<file path="src/rtl/pipe_pkg.sv">
// Shared definitions for the pipeline drain buffer: error bit positions
// and the error vector type. Kept free of anything that depends on DEPTH.
package pipe_pkg;

    localparam int ERR_OVF    = 0;
    localparam int ERR_CREDIT = 1;

    typedef logic [1:0] err_t;

endpackage

</file>
<file path="src/rtl/drain_fifo_mem.sv">
// DEPTH x DATA_WIDTH storage for the drain buffer: one synchronous write
// port and one asynchronous read port. Contents are not reset; validity is
// tracked by the pointers and count in the parent.
module drain_fifo_mem #(
    parameter int DATA_WIDTH = 32,
    parameter int DEPTH      = 8,
    parameter int AW         = $clog2(DEPTH)
) (
    input  logic                  clk,
    input  logic                  we,
    input  logic [AW-1:0]         waddr,
    input  logic [DATA_WIDTH-1:0] wdata,
    input  logic [AW-1:0]         raddr,
    output logic [DATA_WIDTH-1:0] rdata
);

    logic [DATA_WIDTH-1:0] mem [DEPTH];

    // Write the accepted pipeline word into its slot.
    always_ff @(posedge clk) begin
        if (we) begin
            mem[waddr] <= wdata;
        end
    end

    assign rdata = mem[raddr];

endmodule

</file>
<file path="src/rtl/pipe_drain_fifo.sv">
// Receiving end of a fixed-latency, non-stallable pipeline. Results are
// captured into a circular buffer and offered downstream on valid/ready.
// A credit counter, initialised to DEPTH, lets the upstream issue only when
// a buffer slot is guaranteed for the result.
// Optional feature: define PIPE_DRAIN_FIFO_ERR_EN to add the sticky err port
// (bit ERR_OVF = dropped push, bit ERR_CREDIT = issue with zero credits).
module pipe_drain_fifo
    import pipe_pkg::*;
#(
    parameter int DATA_WIDTH = 32,
    parameter int DEPTH      = 8
) (
    input  logic                  clk,
    input  logic                  reset,
    input  logic                  issue,
    output logic                  issue_ok,
    input  logic                  pipe_valid,
    input  logic [DATA_WIDTH-1:0] pipe_data,
    output logic                  out_valid,
    output logic [DATA_WIDTH-1:0] out_data,
    input  logic                  out_ready
`ifdef PIPE_DRAIN_FIFO_ERR_EN
    ,
    output err_t                  err
`endif
);

    localparam int AW = $clog2(DEPTH);
    localparam int CW = AW + 1;
    localparam logic [CW-1:0] DEPTH_C = CW'(DEPTH);

    logic [AW-1:0]         rd_ptr;
    logic [AW-1:0]         wr_ptr;
    logic [CW-1:0]         count;
    logic [CW-1:0]         count_next;
    logic [CW-1:0]         credits;
    logic [CW-1:0]         credits_next;
    logic                  push;
    logic                  pop;
    logic                  issue_take;
    logic [DATA_WIDTH-1:0] rd_data;

    // A pop frees a slot in the same cycle, so a full buffer can still
    // accept a push when the head is being consumed.
    assign pop        = out_valid & out_ready;
    assign push       = pipe_valid & ((count < DEPTH_C) | pop);
    assign issue_take = issue & (credits != '0);

    // Next occupancy and next credit count.
    always_comb begin
        count_next = count;
        if (push && !pop) begin
            count_next = count + CW'(1);
        end else if (pop && !push) begin
            count_next = count - CW'(1);
        end
        credits_next = credits - CW'(issue_take) + CW'(pop);
    end

    // Pointers, occupancy, credits and the registered status outputs.
    always_ff @(posedge clk or posedge reset) begin
        if (reset) begin
            rd_ptr    <= '0;
            wr_ptr    <= '0;
            count     <= '0;
            credits   <= DEPTH_C;
            out_valid <= 1'b0;
            issue_ok  <= 1'b1;
        end else begin
            if (pop) begin
                rd_ptr <= rd_ptr + AW'(1);
            end
            if (push) begin
                wr_ptr <= wr_ptr + AW'(1);
            end
            count     <= count_next;
            credits   <= credits_next;
            out_valid <= (count_next != '0);
            issue_ok  <= (credits_next != '0);
        end
    end

    drain_fifo_mem #(
        .DATA_WIDTH (DATA_WIDTH),
        .DEPTH      (DEPTH),
        .AW         (AW)
    ) u_mem (
        .clk   (clk),
        .we    (push),
        .waddr (wr_ptr),
        .wdata (pipe_data),
        .raddr (rd_ptr),
        .rdata (rd_data)
    );

    // The head slot is never written while it is valid (a full buffer only
    // writes when the head is popped), so the gated read stays stable while
    // the downstream stalls. Gating gives a defined zero when empty.
    assign out_data = out_valid ? rd_data : '0;

`ifdef PIPE_DRAIN_FIFO_ERR_EN
    // Sticky error flags, cleared only by reset.
    always_ff @(posedge clk or posedge reset) begin
        if (reset) begin
            err <= '0;
        end else begin
            if (pipe_valid && !push) begin
                err[ERR_OVF] <= 1'b1;
            end
            if (issue && (credits == '0)) begin
                err[ERR_CREDIT] <= 1'b1;
            end
        end
    end
`endif

endmodule

</file>
<file path="config.mk">
export PLATFORM = sky130hd
export DESIGN_NAME = pipe_drain_fifo
export DESIGN_NICKNAME = d
export VERILOG_FILES = /design/src/rtl/pipe_pkg.sv /design/src/rtl/drain_fifo_mem.sv /design/src/rtl/pipe_drain_fifo.sv
export SDC_FILE = /design/constraint.sdc
export NUM_CORES = 1
export LEC_CHECK = 0
export ABC_AREA = 1
export BUFFER_PORTS_ARGS = -buffer_cell sky130_fd_sc_hd__buf_2
export CORE_MARGIN = 5
export CORE_UTILIZATION = 50
export DETAILED_ROUTE_END_ITERATION = 8
export PLACE_DENSITY = 0.67
export REMOVE_ABC_BUFFERS = 1
export SLEW_MARGIN = 20
export SYNTH_ARGS = -nofsm -noshare
export SYNTH_HDL_FRONTEND = slang
export SYNTH_HIERARCHICAL = 1
export SYNTH_SLANG_ARGS = --single-unit
</file>
<file path="constraint.sdc">
create_clock -name clk -period 3.4 [get_ports clk]
set_input_delay 0.68 -clock clk [delete_from_list [all_inputs] [get_ports clk]]
set_output_delay 0.68 -clock clk [all_outputs]
set_load 0.005 [all_outputs]
</file>
# == Word level (Yosys, flattened, before mapping) ==
# Memory sizes are Yosys's and may differ from the RTL's.
# Cells that the tools add are included.
# op_classes
mux,5
n_addsub,6
magnitude_cmp,1
reduce_logical,7
n_bitwise,4
# ops
op,count
32-bit two-way mux,1
4-bit nonzero test,3
4-bit two-way mux,2
"3-bit by 1-bit adder with 3-bit output, second input constant",2
4-bit by 1-bit adder with 4-bit output,1
"4-bit by 1-bit adder with 4-bit output, second input constant",1
"4-bit < comparator, second input constant",1
4-bit by 1-bit subtractor with 4-bit output,1
"4-bit by 1-bit subtractor with 4-bit output, second input constant",1
1-bit bitwise AND,3
1-bit logical AND,2
1-bit logical NOT,2
1-bit two-way mux,2
1-bit OR,1
# totals
reg_bits,16
memories,1
out_inout_bits,34
inputBits,37
mem_bits_rw,256
word_cells,30
# memory_table
name,depth,word_bits,rd,rd_ports_with_merged_regs,write_ports,line_no,text
u_mem.mem,8,32,1,0,1,drain_fifo_mem.sv:17,logic [DATA_WIDTH-1:0] mem [DEPTH];

# == Depth between registers and ports, before layout ==
# Gate-level depths: netlist of run 1.
# logic_depth
word_depth,8
depth_mapped,10
depth_no_buf,10

# == Hierarchy ==
# Netlist of run 1, hierarchy kept.
# by_module_without_submodules
mod,cells_each,instances,seq_area_each_um2,area_per_inst_um2
drain_fifo_mem,1124,1,7687.4,11232.0
pipe_drain_fifo,169,1,402.9,1177.4

# == Worst setup path after synthesis of run 1 ==
# OpenSTA, ideal clock, no wires.
# synth_timing
kind,input-to-reg
startpoint,in out_ready
endpoint,"mem u_mem.mem[1][0], enable pin"
n_path_buf,0
setup_ns,0.421
stages,4
arrival_ns,2.452
slack_ns,0.526
required_ns,2.979
cell_sequence,nand2_4 > o21ai_4 > nand2_1 > nor2_1
# synth_via
elab_chain_cells,5
# synth_lines
element,line_no,text
start: declaration,pipe_drain_fifo.sv:21,input logic out_ready
1-bit bitwise AND,pipe_drain_fifo.sv:45,assign pop = out_valid & out_ready;
1-bit OR,pipe_drain_fifo.sv:46,assign push = pipe_valid & ((count < DEPTH_C) | pop);
1-bit bitwise AND,pipe_drain_fifo.sv:46,
net push,pipe_drain_fifo.sv:38,logic push;
1-bit two-way mux,drain_fifo_mem.sv:21,if (we) begin
1-bit two-way mux (not written as such),drain_fifo_mem.sv:22,mem[waddr] <= wdata;
end: declaration,drain_fifo_mem.sv:17,
# The timed path passes the listed nets, and every way through them passes these cells.

# == Worst setup path in the final report of run 1 ==
# layout_timing
startpoint,reg rd_ptr[0]
endpoint,out out_data[0]
# layout_via
elab_chain_cells,2
# layout_lines
element,line_no,text
start: declaration,pipe_drain_fifo.sv:32,logic [AW-1:0] rd_ptr;
start signal: assignment,pipe_drain_fifo.sv:71,rd_ptr <= rd_ptr + AW'(1);
memory 8 x 32 bit,--,
net rd_data[0],pipe_drain_fifo.sv:41,logic [DATA_WIDTH-1:0] rd_data;
32-bit two-way mux,pipe_drain_fifo.sv:99,assign out_data = out_valid ? rd_data : '0;
end: declaration,pipe_drain_fifo.sv:20,"output logic [DATA_WIDTH-1:0] out_data,"
# The timed path passes the listed nets, and every way through them passes these cells.

==> flow_summary_export.csv, run 1 <==
group,metric,value,unit
placement,place_worst_setup_slack,0.752,ns
worst_setup_path,critPathKind,"reg -> out",
global_routing,grt_usage,0.179,
route,num_vias,8142,
worst_setup_path,cp_common_cell,"nand2_1",
pwr,pwr-share-comb,0.363,
synthesis,synthXorXnorAreaFrac,0.00423,
route,drc,0,
layout,final_area,14200,µm²
sta,period_share,0.874,
route,drtAntennaViolNets,0,
global_routing,grt_start_max_net_pins,131,
layout,layoutNonFillerInstCount,1708,
global_routing,grt_overflow_total,0,
synthesis,synth_area_per_cell,9.60,µm²
floorplan,boundaryPins,71,
sta,fmax,337,MHz
synthesis,netlist_area,12400,µm²
global_routing,grt_first_pass_wirelength,40400,µm
floorplan,rows,57,
pwr,p_switching,4330,µW
route,wl_per_cell,15.0,µm
synthesis,synthAdderAreaFrac,0.0107,
synthesis,synthCells,1293,
worst_setup_path,crit_fanout,47,
pwr,p_int,7900,µW
synthesis,synth_compound_area_frac,0.00313,
pwr,peakVddDrop,905,µV
layout,nFillCells,2028,
synthesis,synthMuxAreaShare,0,
pwr,p_clk_frac,0.278,
cts,clock-root-buffer,"clkbuf_16",
pwr,p_per_area,858,nW/µm²
sta,maxSlewHeadroom,0.461,
route,wirelength_met1,11200,µm
route,vias_per_cell,4.77,
pwr,power,12200,µW
cts,clkTransAtPathRegs,0.06,ns
worst_setup_path,critPathRequiredTime,2.72,ns
placement,dp_hpwl,13900,µm
placement,io_buffers,70,
route,wl_met2,12500,µm
synthesis,yosysUniqueCellTypes,28,
worst_setup_path,path_cells,"inv_4, buf_12, nand2_1, nand3_1, nand2_1, nand2_1, nand2_1, nand2_1, inv_1, buf_2",
layout,area_delta_synth_final,14.8,%
cts,worstSkewPairLatency,0.53,ns
pwr,seqPwrFrac,0.359,
placement,post-place-cells,1655,
global_routing,antenna_found_initial,1,
global_routing,grt_pass1_vias,7798,
pwr,p_leak,0.00683,µW
cts,cts_made_buffers,28,
sta,setup_viol,0,
run_status,outcome,"finished clean",
worst_setup_path,crit_arrival,2.29,ns
synthesis,synthSimpleGateAreaFrac,0.209,
synthesis,ys_warn_count,6,
worst_setup_path,critPathTopFamily,"buffers and inverters",
cts,cts_tree,"yes",
worst_setup_path,critPathSlowestCell,"dfrtp_4",
cts,cts_hold_buf,0,
sta,tightest_slew,0.809,ns
route,drt_wl_total,25600,µm
layout,final_cell_mix,"nand2_1, inv_1, edfxtp_1, nand3_1, buf_2",
min_path,hold_class,"in -> async",
layout,final_common_cell,"nand2_1",
cts,clockBufferDepth,3,
worst_setup_path,slowest_delay,0.50,ns
route,drt_iter0_markers,729,
cts,cts_max_level,1,
floorplan,die-height,168,µm
pwr,swShare,0.354,
sta,fin_ws,0.429,ns
worst_setup_path,crit_buf_inv,4,
sta,finalHoldViolCount,0,
worst_setup_path,end_kind,"primary output",
job,maxCapViolCount,0,
cts,numClockSinks,272,
placement,place_congestion,0.738,
synthesis,seq_area_frac_synth,0.652,
sta,rsz0062_at_grt,"false",
route,drtPass1Iterations,5,
cts,post_cts.repair.setup_buffers,0,
layout,drive_above_1_share,0.115,
sta,final-max-slew-violation-count,0,
route,met3_length,1380,µm
layout,layout.nets,1408,
worst_setup_path,critPathLaunchType,"register",
layout,ff_latch_area,8100,µm²
synthesis,synth_top_family_by_area,"simple AND/OR/NAND/NOR gates",
floorplan,start_util,0.509,
placement,place_area,13200,µm²
sta,min_period,2.97,ns
floorplan,dieArea,28100,µm²
floorplan,core,24400,µm²
synthesis,ys_ff_latch,272,
floorplan,die_w,168,µm
layout,multiInputGateArea,2880,µm²
sta,skew,0.00787,ns
route,top_layer,"met4",
[sequential cells by signal (all words and copies together) (netlist names)]
signal     cells
issue_ok       1
rd_ptr         3
out_valid      1
u_mem/mem    256
credits        4
count          4
wr_ptr         3
[final timing paths]
path                                        from                        end  slack (ns)  depth (start not counted)
min in group clk                    pipe_data[5]  u_mem/mem[1][5]$_DFFE_PP_        0.41                          1
min                                        reset         count[1]$_DFF_PP0_        0.21                          2
max in group asynchronous                  reset      rd_ptr[0]$_DFFE_PP0P_        2.74                          2
max                        rd_ptr[0]$_DFFE_PP0P_                out_data[0]        0.43                         10
max reg2reg                 credits[3]$_DFF_PP1_         issue_ok$_DFF_PP1_        1.14                          9
min reg2reg                wr_ptr[2]$_DFFE_PP0P_      wr_ptr[2]$_DFFE_PP0P_        0.53                          1
[through the flow]
step                      hold WS, ns   util  setup TNS [ns]
final                           0.210  0.584               0
after global routing            0.254  0.584               0
after CTS                       0.214  0.584               0
after detailed placement        0.511  0.541               0
after global placement          0.510  0.541               0
after floorplan                 0.486      -          -52.54
[cells in the mapped netlist]
cell type  instances  area, µm²
nand3_4            1       17.5
buf_2             20        100
dfrtp_1           14        350
inv_2              4       15.0
o21ai_4            1       16.3
buf_4              5       37.5
nand2_4            1       11.3
xnor2_1            4       35.0
nand3_1          135        676
or2_2              1       6.26
nor3_1             1       5.00
xor2_1             2       17.5
edfxtp_1         256       7690
clkbuf_1          10       37.5
a21oi_1            2       10.0
nand3_2            1       10.0
o21ai_0            1       5.00
fa_1               1       20.0
nor2_2             1       6.26
ha_1               9        113
inv_1            308       1160
buf_6             12        135
nand2_1          480       1800
buf_1              5       18.8
nand2_2            2       12.5
dfstp_2            2       52.6
nor2_1            13       48.8
a21boi_0           1       7.51
[metal layers]
metal,vias up,track usage
li1,4104,-
met1,3807,0.238
met2,197,0.311
met3,34,0.0271
met4,0,0.0438
met5,-,0
[timing repair]
action	4_1_cts	5_1_grt
resized for setup	0	1
endpoints found under the hold margin	0	0
endpoints found under the setup margin	0	2
[power by group through the flow]
stage          Sequential (µW)  Combinational, µW  Clock [µW]
6_report                  4390               4440        3400
5_1_grt                   4430               5050        3610
4_1_cts                   4390               4510        3460
3_5_place_dp              4450               4480           0
3_3_place_gp              4440               4400           0
2_1_floorplan             4690               2590           0
[logic make-up after synthesis]
| group | count (synthesis) |
|---|---|
| and+or+nand+nor | 636 |
| buffers and inverters | 364 |
| DFF | 272 |
| adders and majority gates | 10 |
| xor gates and xnor gates | 6 |
| AOI/OAI and AO/OA | 5 |
[cell type report]
class	count	share of cell area
inverters	312	0.0824
clock inverters	16	0.0180
clock buffers	36	0.0556
flip-flops and latches	272	0.568
diodes	1	0.000176
multi-input cells	657	0.202
repair buffers	90	0.0448
well taps	324	0.0285
Note: power is estimated with default switching activity, not from simulation.
==> run 2: changes to the inputs <==
--- a/config.mk
+++ b/config.mk
@@ -7,10 +7,9 @@
 export LEC_CHECK = 0
 export ABC_AREA = 1
 export BUFFER_PORTS_ARGS = -buffer_cell sky130_fd_sc_hd__buf_2
-export CORE_MARGIN = 5
-export CORE_UTILIZATION = 50
+export CORE_UTILIZATION = 45
 export DETAILED_ROUTE_END_ITERATION = 8
-export PLACE_DENSITY = 0.67
+export GPL_TIMING_DRIVEN = 0
 export REMOVE_ABC_BUFFERS = 1
 export SLEW_MARGIN = 20
 export SYNTH_ARGS = -nofsm -noshare
==> run 2 against run 1 <==
Wire length rose by 5.4%. Critical path depth rose by 2. First-iteration DRC count down 5.9%.
==> flow_summary_export.csv, run 2 (same netlist as run 1, synthesis figures left out) <==
group,metric,value,unit
worst_setup_path,path_depth,12,
cts,clock-root-buffer,"clkbuf_16",
global_routing,grt_usage,0.194,
cts,clockBufferDepth,3,
route,drt_iter0_markers,686,
layout,final_common_cell,"nand2_1",
route,vias_per_cell,4.77,
layout,top_regs,"u_mem/mem x256, count x4, credits x4",
worst_setup_path,crit_arrival,2.50,ns
route,drtAntennaViolNets,0,
global_routing,grt_start_max_net_pins,39,
route,drc,0,
worst_setup_path,critPathRequiredTime,2.72,ns
layout,final_cell_mix,"nand2_1, inv_1, edfxtp_1, nand3_1, buf_2",
sta,finalHoldViolCount,0,
global_routing,grt_first_pass_wirelength,41900,µm
pwr,p_per_area,852,nW/µm²
route,wl_per_cell,15.6,µm
global_routing,antenna_found_initial,2,
sta,setup_tns,0,ns
layout,area_delta_synth_final,16.5,%
cts,numClockSinks,272,
cts,clkTransAtPathRegs,0.06,ns
layout,diodes,0,
floorplan,die_w,168,µm
worst_setup_path,critPathLaunchType,"register",
layout,layoutNonFillerInstCount,1730,
floorplan,start_util,0.459,
placement,place_congestion,0.744,
layout,largest_reg_flops,256,
pwr,peakVddDrop,464,µV
worst_setup_path,cp_common_cell,"nand2_1",
placement,post-place-cells,1672,
floorplan,die-height,168,µm
sta,maxSlewHeadroom,0.479,
layout,drive_above_1_share,0.114,
placement,io_buffers,70,
sta,period_share,0.936,
worst_setup_path,critPathKind,"reg -> out",
route,num_vias,8250,
worst_setup_path,path_cells,"buf_16, buf_16, inv_16, buf_16, nand2_1, nand3_1, nand2_1, nand2_1, nand2_1, nand2_1, inv_1, buf_2",
worst_setup_path,end_kind,"primary output",
global_routing,grt_pass1_vias,7753,
sta,skew,0.0121,ns
worst_setup_path,reg2reg_depth,5,
sta,final-max-slew-violation-count,0,
route,drtPass1Iterations,5,
worst_setup_path,crit_fanout,34,
floorplan,dieArea,28200,µm²
cts,cts_made_buffers,29,
min_path,hold_class,"in -> async",
pwr,p_leak,0.00690,µW
sta,fmax,314,MHz
worst_setup_path,slowest_delay,0.58,ns
worst_setup_path,critPathSlowestCell,"dfrtp_4",
sta,rsz0062_at_grt,"false",
cts,cts_max_level,1,
floorplan,rows,60,
job,maxCapViolCount,0,
floorplan,core,27000,µm²
global_routing,grt_overflow_total,0,
layout,nFillCells,2366,
layout,utilization,0.535,
sta,tightest_slew,0.779,ns
layout,layout.nets,1414,
floorplan,boundaryPins,71,
sta,min_period,3.18,ns
cts,cts_tree,"yes",
layout,top_register,"u_mem/mem",
sta,setup_viol,0,
cts,worstSkewPairLatency,0.55,ns
route,drt_wl_total,26900,µm
run_status,outcome,"finished clean",
worst_setup_path,critPathTopFamily,"buffers and inverters",
sta,hold_slack,0.219,ns
placement,dp_hpwl,15000,µm
worst_setup_path,crit_buf_inv,6,
## run 2: path summary, 6_finish.rpt
kind                                       start  slack, ns                          to
max                        rd_ptr[0]$_DFFE_PP0P_       0.22                out_data[22]
min                                        reset       0.22       rd_ptr[0]$_DFFE_PP0P_
max reg2reg                  out_valid$_DFF_PP0_       0.89  u_mem/mem[5][10]$_DFFE_PP_
min reg2reg                wr_ptr[2]$_DFFE_PP0P_       0.53       wr_ptr[2]$_DFFE_PP0P_
max in group asynchronous                  reset       2.69       rd_ptr[1]$_DFFE_PP0P_
min in group clk                    pipe_data[3]       0.40   u_mem/mem[3][3]$_DFFE_PP_
## run 2: worst register-to-register path: cells and delay by family, from the launching register on
kind	cells	cell delay, ns
buf+inv	1	0.25
flops	1	0.60
simple gates	3	1.14
compound gates	1	0.23
## run 2: area by class of cell
class	count	area, µm²	share of cell area
sequential	272	8100	0.560
clock buffer	45	826	0.0571
tap	341	427	0.0295
inverter	312	1190	0.0823
timing repair buffer	94	936	0.0647
clock inverter	8	92.6	0.00640
multi-input combinational	657	2880	0.199
timing repair inverter	1	8.76	0.000606
## run 2: repair_timing
action,CTS,global route
buffers inserted,0,1
gates cloned,4,0
hold buffers,0,0
endpoints found under the setup margin,26,13
pin swaps,0,0
resized for setup,3,1
## run 2: metrics by stage
step	area, µm²	setup WS, ns	power (µW)
floorplan	12100	-1.65	7280
global placement	12900	-5.30	8770
detailed placement	13400	0.248	9180
CTS	14500	0.0349	12400
global route	14500	0.0464	13200
finish	14500	0.219	12300
## run 2: report_power, final
group | internal [µW] | switching (µW) | total, µW
combinational | 1790 | 2970 | 4760
clock | 1810 | 1220 | 3030
sequential | 4220 | 306 | 4520
total | 7820 | 4490 | 12300
## run 2: metal layers
metal / vias to the layer above / track usage / part of all wire
li1: 4122 / - / -
met5: - / 0 / 0.00097
met3: 46 / 0.0374 / 0.059
met2: 185 / 0.331 / 0.49
met1: 3893 / 0.257 / 0.44
met4: 4 / 0.0462 / 0.018
